==> config.mk <==
export PLATFORM = sky130hd
export DESIGN_NAME = simple_dma_controller_flat
export DESIGN_NICKNAME = d
export VERILOG_FILES = /design/src/rtl/simple_dma_controller_if.sv /design/src/rtl/simple_dma_controller.sv /design/src/flat_wrapper.sv
export SDC_FILE = /design/constraint.sdc
export NUM_CORES = 1
export LEC_CHECK = 0
export BUFFER_PORTS_ARGS = -buffer_cell sky130_fd_sc_hd__buf_2
export CELL_PAD_IN_SITES_DETAIL_PLACEMENT = 0
export CELL_PAD_IN_SITES_GLOBAL_PLACEMENT = 1
export CORE_ASPECT_RATIO = 2
export CORE_MARGIN = 10
export CORE_UTILIZATION = 41
export DETAILED_ROUTE_END_ITERATION = 6
export PLACE_DENSITY = 0.95
export SLEW_MARGIN = 10
export SYNTH_ARGS = -nofsm -noshare
export SYNTH_HDL_FRONTEND = slang
export SYNTH_SLANG_ARGS = --single-unit
==> constraint.sdc <==
create_clock -name clk -period 6.8 [get_ports clk]
set_clock_uncertainty 0.05 [all_clocks]
set_input_delay 1.36 -clock clk [delete_from_list [all_inputs] [get_ports clk]]
set_output_delay 1.36 -clock clk [all_outputs]
set_load 0.03 [all_outputs]
==> src/rtl/simple_dma_controller_if.sv <==
// Device-side and memory-side signal bundle for simple_dma_controller.
// master = controller view, slave = device/memory environment view.
interface simple_dma_controller_if;
  logic        dma_rqst;
  logic        dma_rd_wr;
  logic [15:0] dma_start_address;
  logic [15:0] dma_num_words;
  logic        dev_ack;
  logic [15:0] dev_out;
  logic [15:0] dev_in;
  logic        dma_ack;
  logic        dma_end_flag;
  logic        dma_error;
  logic [14:0] dma_addr;
  logic [15:0] dma_din;
  logic        dma_en;
  logic [1:0]  dma_we;
  logic        dma_priority;
  logic [15:0] dma_dout;
  logic        dma_ready;
  logic        dma_resp;

  modport master (
    input  dma_rqst, dma_rd_wr, dma_start_address, dma_num_words,
    input  dev_ack, dev_out, dma_dout, dma_ready, dma_resp,
    output dev_in, dma_ack, dma_end_flag, dma_error,
    output dma_addr, dma_din, dma_en, dma_we, dma_priority
  );

  modport slave (
    output dma_rqst, dma_rd_wr, dma_start_address, dma_num_words,
    output dev_ack, dev_out, dma_dout, dma_ready, dma_resp,
    input  dev_in, dma_ack, dma_end_flag, dma_error,
    input  dma_addr, dma_din, dma_en, dma_we, dma_priority
  );
endinterface

==> src/rtl/simple_dma_controller.sv <==
// Single-channel word DMA between a handshaking device and a 16-bit memory port.
// One word at a time: wait for device, one memory access, optional read-capture cycle.
module simple_dma_controller #(
  parameter logic        DMA_PRIORITY = 1'b0,
  parameter logic [15:0] ADDR_STEP    = 16'd2
) (
  input logic                     clk,
  input logic                     reset_n,
  simple_dma_controller_if.master bus
);

  typedef enum logic [2:0] {IDLE, WAIT_DEV, MEM_ACC, RD_CAP, DONE, ERR} state_t;

  state_t      state;
  state_t      after_word;
  logic [15:0] addr;
  logic [15:0] count;
  logic [15:0] count_next;
  logic [15:0] wdata;
  logic [15:0] rdata;
  logic        dir;
  logic        en;
  logic        ack;
  logic        end_flag;
  logic        error;
  logic [1:0]  we;

  assign count_next = count - 16'd1;

  // A dropped request abandons the operation without an end flag once the word finishes.
  always_comb begin
    after_word = WAIT_DEV;
    if (!bus.dma_rqst)
      after_word = IDLE;
    else if (count_next == '0)
      after_word = DONE;
  end

  always_ff @(posedge clk or negedge reset_n) begin
    if (!reset_n) begin
      state    <= IDLE;
      addr     <= '0;
      count    <= '0;
      dir      <= 1'b0;
      wdata    <= '0;
      rdata    <= '0;
      en       <= 1'b0;
      we       <= '0;
      ack      <= 1'b0;
      end_flag <= 1'b0;
      error    <= 1'b0;
    end else begin
      ack <= 1'b0;
      case (state)
        IDLE: begin
          if (bus.dma_rqst) begin
            addr  <= bus.dma_start_address;
            count <= bus.dma_num_words;
            dir   <= bus.dma_rd_wr;
            if (bus.dma_num_words != '0) begin
              state <= WAIT_DEV;
            end else begin
              state    <= DONE;
              end_flag <= 1'b1;
            end
          end
        end
        WAIT_DEV: begin
          if (!bus.dma_rqst) begin
            state <= IDLE;
          end else if (bus.dev_ack) begin
            if (!dir) wdata <= bus.dev_out;
            en    <= 1'b1;
            we    <= dir ? 2'b00 : 2'b11;
            state <= MEM_ACC;
          end
        end
        MEM_ACC: begin
          if (bus.dma_ready) begin
            en <= 1'b0;
            we <= '0;
            if (bus.dma_resp) begin
              state    <= ERR;
              end_flag <= 1'b1;
              error    <= 1'b1;
            end else if (dir) begin
              state <= RD_CAP;
            end else begin
              ack      <= 1'b1;
              addr     <= addr + ADDR_STEP;
              count    <= count_next;
              state    <= after_word;
              end_flag <= (after_word == DONE);
            end
          end
        end
        RD_CAP: begin
          rdata    <= bus.dma_dout;
          ack      <= 1'b1;
          addr     <= addr + ADDR_STEP;
          count    <= count_next;
          state    <= after_word;
          end_flag <= (after_word == DONE);
        end
        DONE: begin
          if (!bus.dma_rqst) begin
            state    <= IDLE;
            end_flag <= 1'b0;
          end
        end
        ERR: begin
          if (!bus.dma_rqst) begin
            state    <= IDLE;
            end_flag <= 1'b0;
            error    <= 1'b0;
          end
        end
        default: state <= IDLE;
      endcase
    end
  end

  assign bus.dev_in       = rdata;
  assign bus.dma_ack      = ack;
  assign bus.dma_end_flag = end_flag;
  assign bus.dma_error    = error;
  assign bus.dma_addr     = addr[15:1];
  assign bus.dma_din      = wdata;
  assign bus.dma_en       = en;
  assign bus.dma_we       = we;
  assign bus.dma_priority = DMA_PRIORITY;

endmodule

==> src/flat_wrapper.sv <==
// flat-port wrapper written by rule: the top's interface ports become plain ports
module simple_dma_controller_flat 
#(
  parameter logic        DMA_PRIORITY = 1'b0,
  parameter logic [15:0] ADDR_STEP    = 16'd2
)
  (clk, reset_n, bus_dma_rqst, bus_dma_rd_wr, bus_dma_start_address, bus_dma_num_words, bus_dev_ack, bus_dev_out, bus_dma_dout, bus_dma_ready, bus_dma_resp, bus_dev_in, bus_dma_ack, bus_dma_end_flag, bus_dma_error, bus_dma_addr, bus_dma_din, bus_dma_en, bus_dma_we, bus_dma_priority);
  simple_dma_controller_if bus_i ();
  input logic clk;
  input logic reset_n;
  input wire logic [$bits(bus_i.dma_rqst)-1:0] bus_dma_rqst;
  input wire logic [$bits(bus_i.dma_rd_wr)-1:0] bus_dma_rd_wr;
  input wire logic [$bits(bus_i.dma_start_address)-1:0] bus_dma_start_address;
  input wire logic [$bits(bus_i.dma_num_words)-1:0] bus_dma_num_words;
  input wire logic [$bits(bus_i.dev_ack)-1:0] bus_dev_ack;
  input wire logic [$bits(bus_i.dev_out)-1:0] bus_dev_out;
  input wire logic [$bits(bus_i.dma_dout)-1:0] bus_dma_dout;
  input wire logic [$bits(bus_i.dma_ready)-1:0] bus_dma_ready;
  input wire logic [$bits(bus_i.dma_resp)-1:0] bus_dma_resp;
  output wire logic [$bits(bus_i.dev_in)-1:0] bus_dev_in;
  output wire logic [$bits(bus_i.dma_ack)-1:0] bus_dma_ack;
  output wire logic [$bits(bus_i.dma_end_flag)-1:0] bus_dma_end_flag;
  output wire logic [$bits(bus_i.dma_error)-1:0] bus_dma_error;
  output wire logic [$bits(bus_i.dma_addr)-1:0] bus_dma_addr;
  output wire logic [$bits(bus_i.dma_din)-1:0] bus_dma_din;
  output wire logic [$bits(bus_i.dma_en)-1:0] bus_dma_en;
  output wire logic [$bits(bus_i.dma_we)-1:0] bus_dma_we;
  output wire logic [$bits(bus_i.dma_priority)-1:0] bus_dma_priority;
  assign bus_i.dma_rqst = bus_dma_rqst;
  assign bus_i.dma_rd_wr = bus_dma_rd_wr;
  assign bus_i.dma_start_address = bus_dma_start_address;
  assign bus_i.dma_num_words = bus_dma_num_words;
  assign bus_i.dev_ack = bus_dev_ack;
  assign bus_i.dev_out = bus_dev_out;
  assign bus_i.dma_dout = bus_dma_dout;
  assign bus_i.dma_ready = bus_dma_ready;
  assign bus_i.dma_resp = bus_dma_resp;
  assign bus_dev_in = bus_i.dev_in;
  assign bus_dma_ack = bus_i.dma_ack;
  assign bus_dma_end_flag = bus_i.dma_end_flag;
  assign bus_dma_error = bus_i.dma_error;
  assign bus_dma_addr = bus_i.dma_addr;
  assign bus_dma_din = bus_i.dma_din;
  assign bus_dma_en = bus_i.dma_en;
  assign bus_dma_we = bus_i.dma_we;
  assign bus_dma_priority = bus_i.dma_priority;
  simple_dma_controller #(.DMA_PRIORITY(DMA_PRIORITY), .ADDR_STEP(ADDR_STEP)) u_core (.clk(clk), .reset_n(reset_n), .bus(bus_i));
endmodule
==> results of run 1 <==
==> flip-flops by register name, summed over array words and instances (netlist names) <==
register                 count
u_core.addr                 15
u_core.bus.dma_din          16
u_core.bus.dma_end_flag      1
u_core.bus.dma_en            1
u_core.bus.dma_we            1
u_core.count                16
u_core.bus.dev_in           16
u_core.bus.dma_ack           1
u_core.bus.dma_error         1
u_core.state                 3
u_core.dir                   1
==> routing by layer <==
| metal | vias up | part of all wire [%] |
|---|---|---|
| met1 | 1649 | 38 |
| met4 | 0 | 3.1 |
| met2 | 116 | 51 |
| li1 | 1671 | - |
| met5 | - | 0 |
| met3 | 21 | 7.9 |
==> power by group through the flow <==
stage	logic, W	registers, W	clock network [W]
6_report	0.00113	0.000839	0.000430
5_1_grt	0.00122	0.000874	0.000459
2_1_floorplan	0.000559	0.00109	0
3_5_place_dp	0.00114	0.000842	0
3_3_place_gp	0.00111	0.000828	0
4_1_cts	0.00114	0.000837	0.000440
==> synth_stat cells, types with 2 or more instances <==
library cell,count,area share [%]
o22ai_1,11,1.8
buf_4,2,0.39
or3_1,2,0.33
o2bb2ai_1,2,0.46
nand2b_1,8,1.3
nor2_1,24,2.3
mux2_2,25,7.3
ha_1,3,0.98
dfrtp_1,72,47
o21a_1,3,0.59
nand3b_1,2,0.39
o21ai_1,7,0.91
mux2i_1,3,0.78
a21oi_1,45,5.9
buf_6,2,0.59
nor4b_1,2,0.46
and3_1,5,0.81
o211ai_1,3,0.59
a31oi_1,4,0.65
nand3_1,10,1.3
nand2_1,37,3.6
nand4_1,6,0.98
o21ai_0,22,2.9
buf_1,3,0.29
inv_1,7,0.68
clkbuf_1,17,1.7
a32oi_1,2,0.46
a21o_1,4,0.78
nor3_1,10,1.3
a22o_1,3,0.68
mux2_1,8,2.3
nor4_1,5,0.81
a2bb2oi_1,6,1.4
o31ai_1,2,0.39
==> critical path, stage by stage <==
cell and delay [ns]:
buf_2 0.12, nor2b_4 0.22, nand4b_1 0.17, nor2_1 0.97, mux2_2 0.43
==> metrics by stage <==
| step | hold WS (ns) | worst slack (ns) | instances |
|---|---|---|---|
| final | 0.428 | 3.71 | 613 |
| after floorplan | 0.407 | 3.98 | 394 |
| after CTS | 0.432 | 3.73 | 613 |
| after detailed placement | 0.419 | 3.37 | 598 |
| after global routing | 0.446 | 3.56 | 613 |
| after global placement | 0.414 | 3.42 | 598 |
==> final timing paths <==
path | startpoint | end
min | u_core.bus.dma_din[7] | u_core.bus.dma_din[7]
max in group asynchronous | reset_n | u_core.count[12]
max | bus_dma_rqst | u_core.bus.dma_din[3]
max reg2reg | u_core.count[0] | u_core.state[0]
min reg2reg | u_core.bus.dma_din[7] | u_core.bus.dma_din[7]
min in group asynchronous | reset_n | u_core.bus.dma_din[1]
==> cell type report <==
| cell class | instances | share of cell area (%) |
|---|---|---|
| Multi-Input combinational cell | 289 | 39.8 |
| Sequential cell | 72 | 37.8 |
| Timing Repair Buffer | 126 | 13.4 |
| Clock buffer | 10 | 5.01 |
| Tap cell | 104 | 2.73 |
| Clock inverter | 5 | 0.709 |
| Inverter | 7 | 0.551 |
==> kinds of logic (layout without fill, tap and decap cells) <==
group                      Yosys count  in the layout  synth area share, %
AOI/OAI and AO/OA                  123            123                 19.4
xor gates and xnor gates             1              1                0.228
adders and majority gates            3              3                0.977
buffers and inverters               33            148                 4.10
DFF                                 72             72                 46.9
muxes                               36             36                 10.4
other                                1              1               0.0976
and+or+nand+nor                    125            125                 17.9
==> results.py, run 1 <==
metrics = {
    "floorplan": {
        "dieArea_mm2": 0.0139,
        "core-area_mm2": 0.00926,
        "rows": 50,
        "die_h_um": 157,
        "io_pins": 125,
        "die_x_um": 88.5,
        "start_util_pct": 41.5,
    },
    "timing": {
        "maxSlewHeadroom_pct": 17.0,
        "maxSlewViolCount": 0,
        "hold_viol_final": 0,
        "tns_ns": 0,
        "period_minus_slack_ns": 3.09,
        "worstMarginPinSlew_ns": 1.24,
        "rsz0062_at_grt": "false",
        "setup_violations": 0,
        "clock.fmax_mhz": 323,
        "period_share_pct": 45.5,
    },
    "cells_and_area": {
        "fillers": 862,
        "syn_to_final_growth_pct": 24.0,
        "layout-drive-gt1-share_pct": 35.2,
        "seq_area_mm2": 0.00180,
        "finalNetCount": 579,
        "layout_common_cells": "122 x buf_2, 72 x dfrtp_1, 44 x a21oi_1",
        "final_common_cell": "buf_2",
        "diodes": 0,
        "postLayoutCoreUtil_pct": 51.5,
        "final_cell_area_mm2": 0.00477,
        "multi_input_comb_area_mm2": 0.00190,
    },
    "clock_network": {
        "cts_setup_buffers": 0,
        "clockRootBuffer": "clkbuf_16",
        "numCtsBuffers": 9,
        "hold_buffers": 0,
        "clkTransAtPathRegs_ns": 0.06,
        "insertion_delay_ns": 0.33,
        "clk_path_buf_depth": 2,
        "post_cts_resized": 0,
        "cts_tree": "done",
        "clock-sinks": 72,
        "h-tree-depth": 3,
    },
    "min_path": {
        "hold_class": "reg2reg",
        "hold_depth": 1,
    },
    "logic_synthesis": {
        "synth_seq_area_share_pct": 46.9,
        "async_reset_ff_share_pct": 100,
        "ys_ff_latch": 72,
        "synth_edf_count": 0,
        "syn_avg_cell_area_um2": 9.76,
        "syn-num-nets": 468,
        "synth.distinct_cells": 61,
        "yosysWarnings": 0,
        "ys.flop_type": "dfrtp_1",
        "syn-cell-area_mm2": 0.00384,
        "syn_inst": 394,
    },
    "detailed_routing": {
        "wl_per_cell_um": 17.6,
        "dr_total_vias": 3457,
        "wl_um": 10800,
        "drtPass1Iterations": 4,
        "first_iter_violations": 104,
        "drc": 0,
        "ant_nets": 0,
        "avgViaCountPerCell": 5.64,
    },
    "grt": {
        "grt_use_met1_pct": 16.1,
        "met3_usage_pct": 5.49,
        "antenna_found_initial": 0,
        "grt_pass1_wl_um": 16900,
        "grt_start_max_net_pins": 73,
        "grtUsageMet2_pct": 26.8,
        "overflow": 0,
        "track_usage_pct": 15.5,
        "grt_pass1_vias": 3451,
        "top_usage_layer": "met2",
    },
    "pwr": {
        "p_sw_w": 0.00110,
        "p_int_w": 0.00129,
        "seqPwrFrac_pct": 35.0,
        "total_power_w": 0.00240,
        "peakVddDrop_v": 0.000221,
        "combPwrFrac_pct": 47.0,
        "p_leak_nw": 2.14,
        "switching_share_pct": 46.0,
        "p_clk_share_pct": 18.0,
        "p_per_area_mw_per_mm2": 503,
    },
    "setup_path": {
        "crit_fanout": 16,
        "critPathLaunchType": "primary input",
        "crit_type": "in2reg",
        "reg2reg_slack_ns": 4.12,
        "crit_arrival_ns": 3.26,
        "reg2reg_depth": 7,
        "crit_path_end_kind": "register",
        "critPathRequiredTime_ns": 6.97,
    },
    "placement": {
        "place_hpwl_um": 8120,
        "dpl_cell_area_mm2": 0.00449,
        "gp_congestion": 0.822,
        "port_buffers": 122,
    },
    "job": {
        "drv_cap": 0,
    },
    "run_status": {
        "status": "completed",
    },
}
No activity file was read; power rests on OpenSTA's default activity.
==> run 2: changes to the inputs <==
--- a/config.mk
+++ b/config.mk
@@ -10,9 +10,9 @@
 export CELL_PAD_IN_SITES_GLOBAL_PLACEMENT = 1
 export CORE_ASPECT_RATIO = 2
 export CORE_MARGIN = 10
-export CORE_UTILIZATION = 41
+export CORE_UTILIZATION = 34
 export DETAILED_ROUTE_END_ITERATION = 6
-export PLACE_DENSITY = 0.95
+export PLACE_DENSITY = 0.88
 export SLEW_MARGIN = 10
 export SYNTH_ARGS = -nofsm -noshare
 export SYNTH_HDL_FRONTEND = slang
==> constraint.sdc (replaced) <==
create_clock -name clk -period 2.71 [get_ports clk]
set_clock_uncertainty 0.05 [all_clocks]
set_input_delay 0.542 -clock clk [delete_from_list [all_inputs] [get_ports clk]]
set_output_delay 0.542 -clock clk [all_outputs]
set_load 0.03 [all_outputs]
==> results.py, run 2 (same netlist as run 1, synthesis figures left out) <==
metrics = {
    "detailed_routing": {
        "wl_um": 11000,
        "dr_total_vias": 3474,
        "drc": 0,
        "wl_per_cell_um": 16.9,
        "first_iter_violations": 95,
        "drtPass1Iterations": 4,
        "avgViaCountPerCell": 5.33,
        "ant_nets": 0,
    },
    "setup_path": {
        "cp_cell_sequence": "inv_1, ha_1, nor4b_2, nand3b_1, xnor2_1, or4_4, o21a_1",
        "rr_endpoint": "u_core.state[0]",
        "crit_arrival_ns": 2.64,
        "reg2reg_slack_ns": 0.24,
        "crit_path_end_kind": "register",
        "critPathRequiredTime_ns": 2.88,
        "crit_fanout": 10,
        "critPathMaxStageDelay_ns": 0.44,
        "critPathLaunchType": "register",
        "crit_slowest_cell": "dfrtp_1",
        "crit_type": "reg2reg",
        "timing.rr.start": "u_core.count[0]",
        "reg2reg_depth": 7,
    },
    "clock_network": {
        "clock-sinks": 72,
        "clkTransAtPathRegs_ns": 0.06,
        "cts_tree": "done",
        "hold_buffers": 0,
        "post_cts_resized": 0,
        "clk_path_buf_depth": 2,
        "cts_setup_buffers": 0,
        "insertion_delay_ns": 0.34,
        "clockRootBuffer": "clkbuf_16",
        "numCtsBuffers": 9,
        "h-tree-depth": 3,
    },
    "run_status": {
        "status": "completed",
    },
    "timing": {
        "period_share_pct": 91.1,
        "maxSlewViolCount": 0,
        "setup_violations": 0,
        "maxSlewHeadroom_pct": 37.4,
        "hold_viol_final": 0,
        "period_minus_slack_ns": 2.47,
        "hold_slack_ns": 0.274,
        "setup_ws_ns": 0.240,
        "worstMarginPinSlew_ns": 0.939,
        "rsz0062_at_grt": "false",
        "tns_ns": 0,
        "clock.fmax_mhz": 405,
    },
    "job": {
        "drv_cap": 0,
    },
    "cells_and_area": {
        "diodes": 0,
        "finalNetCount": 582,
        "syn_to_final_growth_pct": 26.8,
        "final_common_cell": "buf_2",
        "layout_common_cells": "121 x buf_2, 72 x dfrtp_1, 44 x a21oi_1",
        "fillers": 1083,
        "layout-drive-gt1-share_pct": 35.5,
        "postLayoutCoreUtil_pct": 44.2,
    },
    "grt": {
        "grt_start_max_net_pins": 73,
        "grt_pass1_wl_um": 17700,
        "overflow": 0,
        "track_usage_pct": 13.7,
        "grt_pass1_vias": 3560,
        "antenna_found_initial": 0,
    },
    "placement": {
        "port_buffers": 122,
        "place_hpwl_um": 8250,
        "dp_slack_ns": 0.248,
        "gp_congestion": 0.843,
    },
    "floorplan": {
        "dieArea_mm2": 0.0162,
        "die_h_um": 170,
        "start_util_pct": 34.9,
        "io_pins": 125,
        "rows": 54,
        "die_x_um": 95.2,
        "core-area_mm2": 0.0110,
    },
    "pwr": {
        "p_leak_nw": 2.16,
        "p_per_area_mw_per_mm2": 1260,
        "peakVddDrop_v": 0.000517,
    },
    "min_path": {
        "hold_class": "in2async",
    },
}
==> run 2: worst max path at each step <==
stage                           end       startpoint  depth (start not counted)  slack, ns
global route        u_core.state[0]  u_core.count[1]                          7       0.05
finish              u_core.state[0]  u_core.count[0]                          7       0.24
CTS                 u_core.state[0]  u_core.count[1]                          7       0.24
detailed placement  u_core.state[0]  u_core.count[0]                          7       0.25
global placement    u_core.state[0]  u_core.count[0]                          7       0.31
floorplan           u_core.state[0]  u_core.count[0]                          8       0.32
==> run 2: metal layers <==
layer	wire length (um)	part of all wire (%)	track usage, %	up-vias
li1	-	-	-	1671
met1	3960	36	14.9	1654
met2	5890	54	23.8	124
met3	789	7.2	2.78	25
met4	364	3.3	7.33	0
met5	0	0	0	-
==> run 2: stage by stage <==
stage,power [W],std cells,instance area (um^2)
after floorplan,0.00413,394,3840
after global placement,0.00492,637,4580
after detailed placement,0.00501,637,4580
after CTS,0.00622,652,4870
after global routing,0.00657,652,4870
final,0.00614,652,4870
==> run 2: where the power goes <==
group | total [W] | switching [W] | internal [W]
combinational | 0.00286 | 0.00181 | 0.00105
clock | 0.00118 | 0.000464 | 0.000711
sequential | 0.00211 | 0.000514 | 0.00159
total | 0.00614 | 0.00279 | 0.00335
==> run 2: worst max-delay path, delay by kind of cell (launching register included) <==
kind / cells / cell delay (ns)
buf+inv: 1 / 0.12
compound gates: 1 / 0.20
simple gates: 3 / 1.00
fa+ha+maj: 1 / 0.38
xor+xnor: 1 / 0.17
flops: 1 / 0.44
==> run 2: cell type report <==
class | count | area (um^2) | share of cell area, %
inverter | 7 | 26.3 | 0.539
sequential | 72 | 1800 | 37.0
multi-input combinational | 289 | 1900 | 38.9
clock buffer | 9 | 225 | 4.62
tap | 140 | 175 | 3.60
clock inverter | 6 | 70.1 | 1.44
timing repair buffer | 129 | 678 | 13.9
